$ cat config.mk
export PLATFORM = sky130hd
export DESIGN_NAME = conv_window_mac
export DESIGN_NICKNAME = d
export VERILOG_FILES = /design/src/rtl/conv_pkg.sv /design/src/rtl/conv_raster_tracker.sv /design/src/rtl/conv_window_mac.sv
export SDC_FILE = /design/constraint.sdc
export NUM_CORES = 2
export LEC_CHECK = 0
export ABC_AREA = 1
export BUFFER_PORTS_ARGS = -buffer_cell sky130_fd_sc_hd__buf_2
export CORE_MARGIN = 2
export CORE_UTILIZATION = 30
export DETAILED_ROUTE_END_ITERATION = 10
export GPL_TIMING_DRIVEN = 0
export PLACE_DENSITY = 0.45
export SYNTH_ARGS = -nofsm -noshare
export SYNTH_HDL_FRONTEND = slang
export SYNTH_SLANG_ARGS = --single-unit
$ cat constraint.sdc
create_clock -name clk -period 8.2 [get_ports clk]
set_clock_uncertainty 0.15 [all_clocks]
set_input_delay 0.82 -clock clk [delete_from_list [all_inputs] [get_ports clk]]
set_output_delay 0.82 -clock clk [all_outputs]
set_load 0.02 [all_outputs]
$ cat src/rtl/conv_pkg.sv
// Shared types and helpers for the convolution window MAC.
// Pixel/coefficient typedefs plus the unsigned 8-bit saturator.
package conv_pkg;

   localparam int PIXEL_W = 8;
   localparam int COEF_W  = 8;
   localparam int SAT_W   = 32;

   typedef logic [PIXEL_W-1:0] pixel_t;
   typedef logic signed [COEF_W-1:0] coef_t;

   function automatic pixel_t sat_u8(input logic signed [SAT_W-1:0] acc);
      if (acc < 0)
         return '0;
      else if (acc > 255)
         return 8'hFF;
      else
         return acc[PIXEL_W-1:0];
   endfunction

endpackage

$ cat src/rtl/conv_raster_tracker.sv
// Raster row/col tracking for the convolution window MAC.
// Flags complete windows, the frame's final beat, and frame_done.
module conv_raster_tracker #(
   parameter int KERNEL_SIZE = 3,
   parameter int ROW_WIDTH   = 100,
   parameter int COL_HEIGHT  = 100
) (
   input  logic clk,
   input  logic reset,
   input  logic in_valid,
   input  logic frame_start,
   output logic complete,
   output logic last,
   output logic frame_done
);

   localparam int RW = (COL_HEIGHT > 1) ? $clog2(COL_HEIGHT) : 1;
   localparam int CW = (ROW_WIDTH > 1) ? $clog2(ROW_WIDTH) : 1;
   localparam logic [RW-1:0] ROW_LAST = RW'(COL_HEIGHT - 1);
   localparam logic [CW-1:0] COL_LAST = CW'(ROW_WIDTH - 1);
   localparam logic [RW-1:0] ROW_MIN  = RW'(KERNEL_SIZE - 1);
   localparam logic [CW-1:0] COL_MIN  = CW'(KERNEL_SIZE - 1);

   logic [RW-1:0] row_q, row_d, pos_row;
   logic [CW-1:0] col_q, col_d, pos_col;

   always_comb begin
      pos_row  = frame_start ? '0 : row_q;
      pos_col  = frame_start ? '0 : col_q;
      row_d    = row_q;
      col_d    = col_q;
      complete = 1'b0;
      last     = 1'b0;
      if (in_valid) begin
         complete = (pos_row >= ROW_MIN) && (pos_col >= COL_MIN);
         last     = (pos_row == ROW_LAST) && (pos_col == COL_LAST);
         if (pos_col == COL_LAST) begin
            col_d = '0;
            row_d = (pos_row == ROW_LAST) ? '0 : pos_row + 1'b1;
         end else begin
            col_d = pos_col + 1'b1;
            row_d = pos_row;
         end
      end else if (frame_start) begin
         row_d = '0;
         col_d = '0;
      end
   end

   always_ff @(posedge clk or negedge reset) begin
      if (!reset) begin
         row_q      <= '0;
         col_q      <= '0;
         frame_done <= 1'b0;
      end else begin
         row_q      <= row_d;
         col_q      <= col_d;
         frame_done <= last;
      end
   end

endmodule

$ cat src/rtl/conv_window_mac.sv
// KxK window multiply-accumulate: multiply, sum, scale+saturate (3 stages).
// Define CONV_ROUND_EN to round half up before the scaling shift.
module conv_window_mac
   import conv_pkg::*;
#(
   parameter int KERNEL_SIZE = 3,
   parameter int ROW_WIDTH   = 100,
   parameter int COL_HEIGHT  = 100,
   parameter int COEF_WIDTH  = 8,
   parameter int SHIFT       = 4
) (
   input  logic clk,
   input  logic reset,
   input  pixel_t [KERNEL_SIZE-1:0][KERNEL_SIZE-1:0] window,
   input  logic in_valid,
   input  logic frame_start,
   input  logic coef_we,
   input  logic [$clog2(KERNEL_SIZE*KERNEL_SIZE)-1:0] coef_addr,
   input  logic signed [COEF_WIDTH-1:0] coef_data,
   output pixel_t pixel_out,
   output logic out_valid,
   output logic out_last,
   output logic frame_done
);

   localparam int NP  = KERNEL_SIZE * KERNEL_SIZE;
   localparam int CTR = NP / 2;
   localparam int PW  = COEF_WIDTH + 9;
   localparam int AW  = PW + $clog2(NP);
   localparam int SW  = AW + 1;
   localparam int RND = (1 << SHIFT) >> 1;

   logic complete, last;
   logic signed [COEF_WIDTH-1:0] coef [NP];
   logic signed [PW-1:0] prod [NP];
   logic s1_v, s1_last, s2_v, s2_last;
   logic signed [AW-1:0] sum_c, s2_sum;
   logic signed [SW-1:0] biased, shifted;
   pixel_t pix_c;

   conv_raster_tracker #(
      .KERNEL_SIZE(KERNEL_SIZE),
      .ROW_WIDTH  (ROW_WIDTH),
      .COL_HEIGHT (COL_HEIGHT)
   ) u_tracker (
      .clk        (clk),
      .reset      (reset),
      .in_valid   (in_valid),
      .frame_start(frame_start),
      .complete   (complete),
      .last       (last),
      .frame_done (frame_done)
   );

   // Bank reads happen before the write lands, so a same-cycle beat sees old values.
   always_ff @(posedge clk or negedge reset) begin
      if (!reset) begin
         for (int i = 0; i < NP; i++)
            coef[i] <= (i == CTR) ? COEF_WIDTH'(1 << SHIFT) : '0;
      end else if (coef_we && (32'(coef_addr) < NP)) begin
         coef[coef_addr] <= coef_data;
      end
   end

   always_ff @(posedge clk or negedge reset) begin
      if (!reset) begin
         s1_v    <= 1'b0;
         s1_last <= 1'b0;
         for (int i = 0; i < NP; i++)
            prod[i] <= '0;
      end else begin
         s1_v    <= complete;
         s1_last <= complete & last;
         for (int r = 0; r < KERNEL_SIZE; r++)
            for (int c = 0; c < KERNEL_SIZE; c++)
               prod[r*KERNEL_SIZE+c] <=
                  PW'($signed({1'b0, window[r][c]})) *
                  PW'(coef[r*KERNEL_SIZE+c]);
      end
   end

   always_comb begin
      sum_c = '0;
      for (int i = 0; i < NP; i++)
         sum_c = sum_c + AW'(prod[i]);
   end

   always_ff @(posedge clk or negedge reset) begin
      if (!reset) begin
         s2_v    <= 1'b0;
         s2_last <= 1'b0;
         s2_sum  <= '0;
      end else begin
         s2_v    <= s1_v;
         s2_last <= s1_last;
         s2_sum  <= sum_c;
      end
   end

   always_comb begin
`ifdef CONV_ROUND_EN
      biased = SW'(s2_sum) + SW'(RND);
`else
      biased = SW'(s2_sum);
`endif
      shifted = biased >>> SHIFT;
      pix_c   = sat_u8(32'(shifted));
   end

   always_ff @(posedge clk or negedge reset) begin
      if (!reset) begin
         pixel_out <= '0;
         out_valid <= 1'b0;
         out_last  <= 1'b0;
      end else begin
         pixel_out <= pix_c;
         out_valid <= s2_v;
         out_last  <= s2_v & s2_last;
      end
   end

endmodule

After elaboration in Yosys (flattened, before gate mapping)
Cells that the tools add are included.
- register bits: 275
- input port bits: 89
- output and inout port bits: 11
- logic and storage cells: 78
- add/subtract/negate cells: 10
- $mul: 9
- magnitude comparators: 7
- equality and inequality tests: 2
- multiplexer cells: 14
- bitwise logic cells: 3
- reductions and logical operators: 4
- operator list (kind ; number):
    9-bit by 8-bit multiplier with 17-bit output ; 9
    21-bit by 17-bit adder with 21-bit output ; 4
    72-bit bitwise mux ; 1
    7-bit two-way mux ; 7
    8-bit demux with 4-bit select ; 1
    8-bit two-way mux ; 3
    20-bit by 17-bit adder with 21-bit output ; 1
    19-bit by 17-bit adder with 20-bit output ; 1
    18-bit by 17-bit adder with 19-bit output ; 1
    17-bit by 17-bit adder with 18-bit output ; 1
    17-bit by 9-bit greater-than comparator with 1-bit output (second input constant) ; 1
    17-bit by 1-bit less-than comparator with 1-bit output (second input constant) ; 1
    7-bit by 1-bit adder with 7-bit output (second input constant) ; 2
    7-bit equality test (second input constant) ; 2
    7-bit by 2-bit >= comparator with 1-bit output (second input constant) ; 2
    5-bit >= comparator (second input constant) ; 1
    5-bit by 1-bit less-than comparator with 1-bit output (second input constant) ; 1
    4-bit inverter with 5-bit output ; 1
    1-bit logical AND ; 4
    4-bit less-than comparator (second input constant) ; 1
    1-bit bitwise AND ; 2
    1-bit two-way mux ; 2

Depth between registers and ports, before layout
- depth after elaboration: 8
- depth in mapped cells: 20
- gate-level depth less buffers: 19

Modules after synthesis
Synthesis repeated with hierarchy kept, for this count alone.
- cells, all modules: 3892
- area, all modules: 32875.3 µm²
- by module, submodules not included (module ; times used ; cells an instance ; area each (µm²) ; sequential area each (µm²)):
    conv_window_mac ; 1 ; 3763 ; 31906.9 ; 6407.4
    conv_raster_tracker ; 1 ; 129 ; 968.4 ; 375.4

Least setup slack after synthesis
No wires, ideal clock.
- path kind: input -> register
- start point: in window[16] (netlist bit)
- end point: reg prod[118] (netlist bit)
- setup time: 0.079 ns
- data arrival time: 4.530 ns
- required time: 7.971 ns
- path slack: 3.441 ns
- cell stages on the path: 15
- path buffers: 1
- path through: clkbuf_1 -> or2_2 -> fa_1 -> fa_1 -> inv_1 -> fa_1 -> inv_1 -> fa_1 -> inv_1 -> ha_1 -> nand2_1 -> o21ai_0 -> nand3_1 -> nand3_1 -> xor2_1
- word-level cells in the longest chain between the ends: 1
- ends and longest elaborated chain (what ; RTL line ; source):
    start: declaration ; conv_window_mac.sv:14 ; input pixel_t [KERNEL_SIZE-1:0][KERNEL_SIZE-1:0] window,
    9-bit by 8-bit multiplier with 17-bit output ; conv_window_mac.sv:77 ; PW'($signed({1'b0, window[r][c]})) *
    end signal: indexed assignment ; conv_window_mac.sv:76 ; prod[r*KERNEL_SIZE+c] <=
    end: declaration ; conv_window_mac.sv:35 ; logic signed [PW-1:0] prod [NP];
No other way between the ends.
A chain may end at the register's enable or synchronous reset.

Worst setup path in the final report
- start point: reg coef[36] (netlist bit)
- end point: reg prod[84] (netlist bit)
- word-level cells in the longest chain between the ends: 1
- ends and longest elaborated chain (what ; RTL line ; source):
    start: declaration ; conv_window_mac.sv:34 ; logic signed [COEF_WIDTH-1:0] coef [NP];
    start signal: indexed assignment ; conv_window_mac.sv:59 ; coef[i] <= (i == CTR) ? COEF_WIDTH'(1 << SHIFT) : '0;
    start signal: indexed assignment ; conv_window_mac.sv:61 ; coef[coef_addr] <= coef_data;
    9-bit by 8-bit multiplier with 17-bit output ; conv_window_mac.sv:77 ;
No other way between the ends.

==> results.toml <==
[status]
status = "finished clean"

[synthesis]
synth_compound_area_frac = 0.05093
muxShareOfSynthArea = 0.0003403
yosysMostFrequentCell = "inv_1"
synth_top_area_frac = 0.2747
synthesis.nets = 4892
synth_fa_ha_area_frac = 0.4293
postSynthCellCount = 3940
yosysUniqueCellTypes = 39
synth_edf_count = 0
synth-xor-area-share = 0.03123
ys.flop_type = "dfrtp_1"
yosys.area.top_type = "fa_1"
syn_avg_cell_area_um2 = 8.399
synth_seq_cells = 271
synth.top_cells.by_count = "inv_1, nand2_1, fa_1"
synthesis.area_um2 = 33090
yosys-top-cells-area = "fa_1, dfrtp_1, ha_1, inv_1, nand2_1"
synth_top_family_by_area = "adder cells"
synthSimpleGateAreaFrac = 0.1433
ys_seq_area_frac = 0.2050
ys_warn_count = 0
ys_async_sr_fraction = 1.000

[global_routing]
grtUsageTotal = 0.1596
grt_busiest_layer = "met2"
antenna_found_initial = 16
grt_max_degree = 112
grt_util_met1 = 0.2214
grt_first_pass_wirelength_um = 140500
grt-ovfl-total = 0
grtUsageMet2 = 0.2666
grtUsageMet3 = 0.02180
grt_pass1_vias = 25151

[setup_path]
worstReg2RegStart = "coef[36]"
crit_chain = "clkbuf_1, nand2_1, fa_1, fa_1, inv_1, fa_1, fa_1, ha_1, nand2_1, o21ai_0, nand3_1, nand3_1, xor2_1"
crit_path_max_incr_delay_ps = 550
cp.required_ps = 8430
reg2reg_slack_ps = 3290
critPathSlowestCell = "fa_1"
crit_type = "reg2reg"
critPathMaxFanout = 9
regToRegEndpoint = "prod[84]"
cp-start-kind = "flop"
endpoint_kind = "flop"
worstPathArrival_ps = 5150
r2r_cells = 13
path_common_cell = "fa_1"

[sta]
finalCriticalPeriod_ps = 4914
setup_viol = 0
finalSetupTns_ps = 0
finalHoldViolations = 0
slew_viol_final = 0
worst_slew_pin_slew_ps = 1262
rsz0062_at_grt = "no"
finalCritPeriodShare = 0.5992
slew_headroom = 0.1578
fmax_mhz = 203.5

[floorplanning]
num_rows = 121
initial_utilization = 0.3032
coreArea_um2 = 109200
die_width_um = 336.1
fp.dieArea_um2 = 113000
dieHeight_um = 336.1
pin_count = 100

[detailed_routing]
viasPerCell = 4.306
firstDrtPassIters = 5
wl_um = 85890
vias = 23754
ant_nets = 0
drc = 0
routedWlPerCell_um = 15.57
drt-initial-drc-count = 1160

[job]
max-cap-violations = 0

[final_layout]
fillers = 11588
fin_nets = 4959
area_growth_pct = 10.22
drive_gt1_frac = 0.04090

[clocking]
cts_tree = "yes"
cts_resized = 0
worstSkewPairLatency_ps = 560
cts_sinks = 271
cts_buffer_depth = 3
post-cts-setup-buffers = 0
clkTransAtPathRegs_ps = 70
clockRootBuffer = "clkbuf_16"
cts_hold_buf = 0
htree_levels = 2
cts_buffers = 36

[placement]
hpwl_um = 71050
gp_congestion = 0.8525
io_buffers = 27

[min_path]
hold_class = "in2async"
==> area by class of cell <==
type | count | area [µm²] | area share
Timing Repair Buffer | 29 | 200.2 | 0.005489
Antenna cell | 6 | 15.01 | 0.0004117
Buffer | 145 | 576.8 | 0.01581
Sequential cell | 271 | 6783 | 0.1860
Clock inverter | 19 | 257.7 | 0.007067
Tap cell | 1476 | 1847 | 0.05063
Clock buffer | 46 | 1061 | 0.02909
Inverter | 1080 | 4054 | 0.1111
Multi-Input combinational cell | 2444 | 21680 | 0.5944
==> critical path: cells and delay by family, from the launching register on <==
family,cells,cell delay [ps]
flip-flops,1,510
AND/OR/NAND/NOR,4,490
XOR/XNOR,1,410
adder cells (fa/ha/maj),5,2360
buffers and inverters,2,420
AO/OA/AOI/OAI,1,400
==> stage by stage <==
| stage | worst slack, ps | hold WS, ps | cells | cell area, µm² | util |
|---|---|---|---|---|---|
| floorplan | 3441 | 181.2 | 3940 | 33090 | - |
| global placement | 574.6 | 185.0 | 5443 | 35070 | 0.3213 |
| detailed placement | 2863 | 184.7 | 5445 | 35140 | 0.3219 |
| CTS | 3218 | 80.56 | 5510 | 36460 | 0.3340 |
| global route | 2963 | 104.6 | 5510 | 36460 | 0.3340 |
| finish | 3286 | 63.09 | 5516 | 36470 | 0.3341 |
==> worst max path at each step <==
stage	from	endpoint	slack (ps)	depth (start not counted)
2_1_floorplan	window[16]	prod[118]	3440	15
3_3_place_gp	reset	coef[17]	570	1
3_5_place_dp	window[16]	prod[118]	2860	15
4_1_cts	coef[36]	prod[84]	3220	13
5_1_grt	coef[36]	prod[84]	2960	13
6_report	coef[36]	prod[84]	3290	13
==> layout by cell type (no fill, tap or decap), types with 4 or more instances in the layout <==
cell type     n
fa_1        454
buf_2        28
nand3b_1     10
inv_1      1077
dfrtp_1     270
nand3_1      81
bufinv_16     5
o21bai_1      5
o21ai_2       8
nor2_1      149
diode_2       6
o21a_1       19
xnor2_1      45
nand2_1     815
clkinv_2      5
nand4_2       4
nor4_1        4
ha_1        409
buf_6         4
nand4_1      21
or2_2        44
a21oi_1     130
o211ai_1      5
clkbuf_8      8
o21ai_1      24
nor3_1       17
clkbuf_1    138
o21ai_0     110
xor2_1       73
clkbuf_16    38
==> flip-flops by register name, summed over array words and instances, names as in the netlist <==
name / count
out_last: 1
out_valid: 1
u_tracker.row_q: 7
coef: 72
s2_v: 1
s2_last: 1
pixel_out: 8
u_tracker.col_q: 7
s1_last: 1
s1_v: 1
s2_sum: 17
prod: 153
u_tracker.frame_done: 1
==> layer usage <==
| metal | up-vias | share of wire |
|---|---|---|
| met4 | 10 | 0.017 |
| met3 | 72 | 0.048 |
| met5 | - | 0.00070 |
| met1 | 11589 | 0.46 |
| li1 | 11739 | - |
| met2 | 344 | 0.47 |
==> cells by family (layout without fill, tap and decap cells) <==
kind of cell	count (synthesis)	in the layout
fa+ha+maj	863	863
xor+xnor	118	118
simple gates	1152	1152
mux	1	1
flops	271	271
buf+inv	1225	1319
other cells	0	6
compound gates	310	310
Power is left out: the tool's default activity adds up to more than one toggle a clock period on the data nets, which glitch-free logic cannot reach.
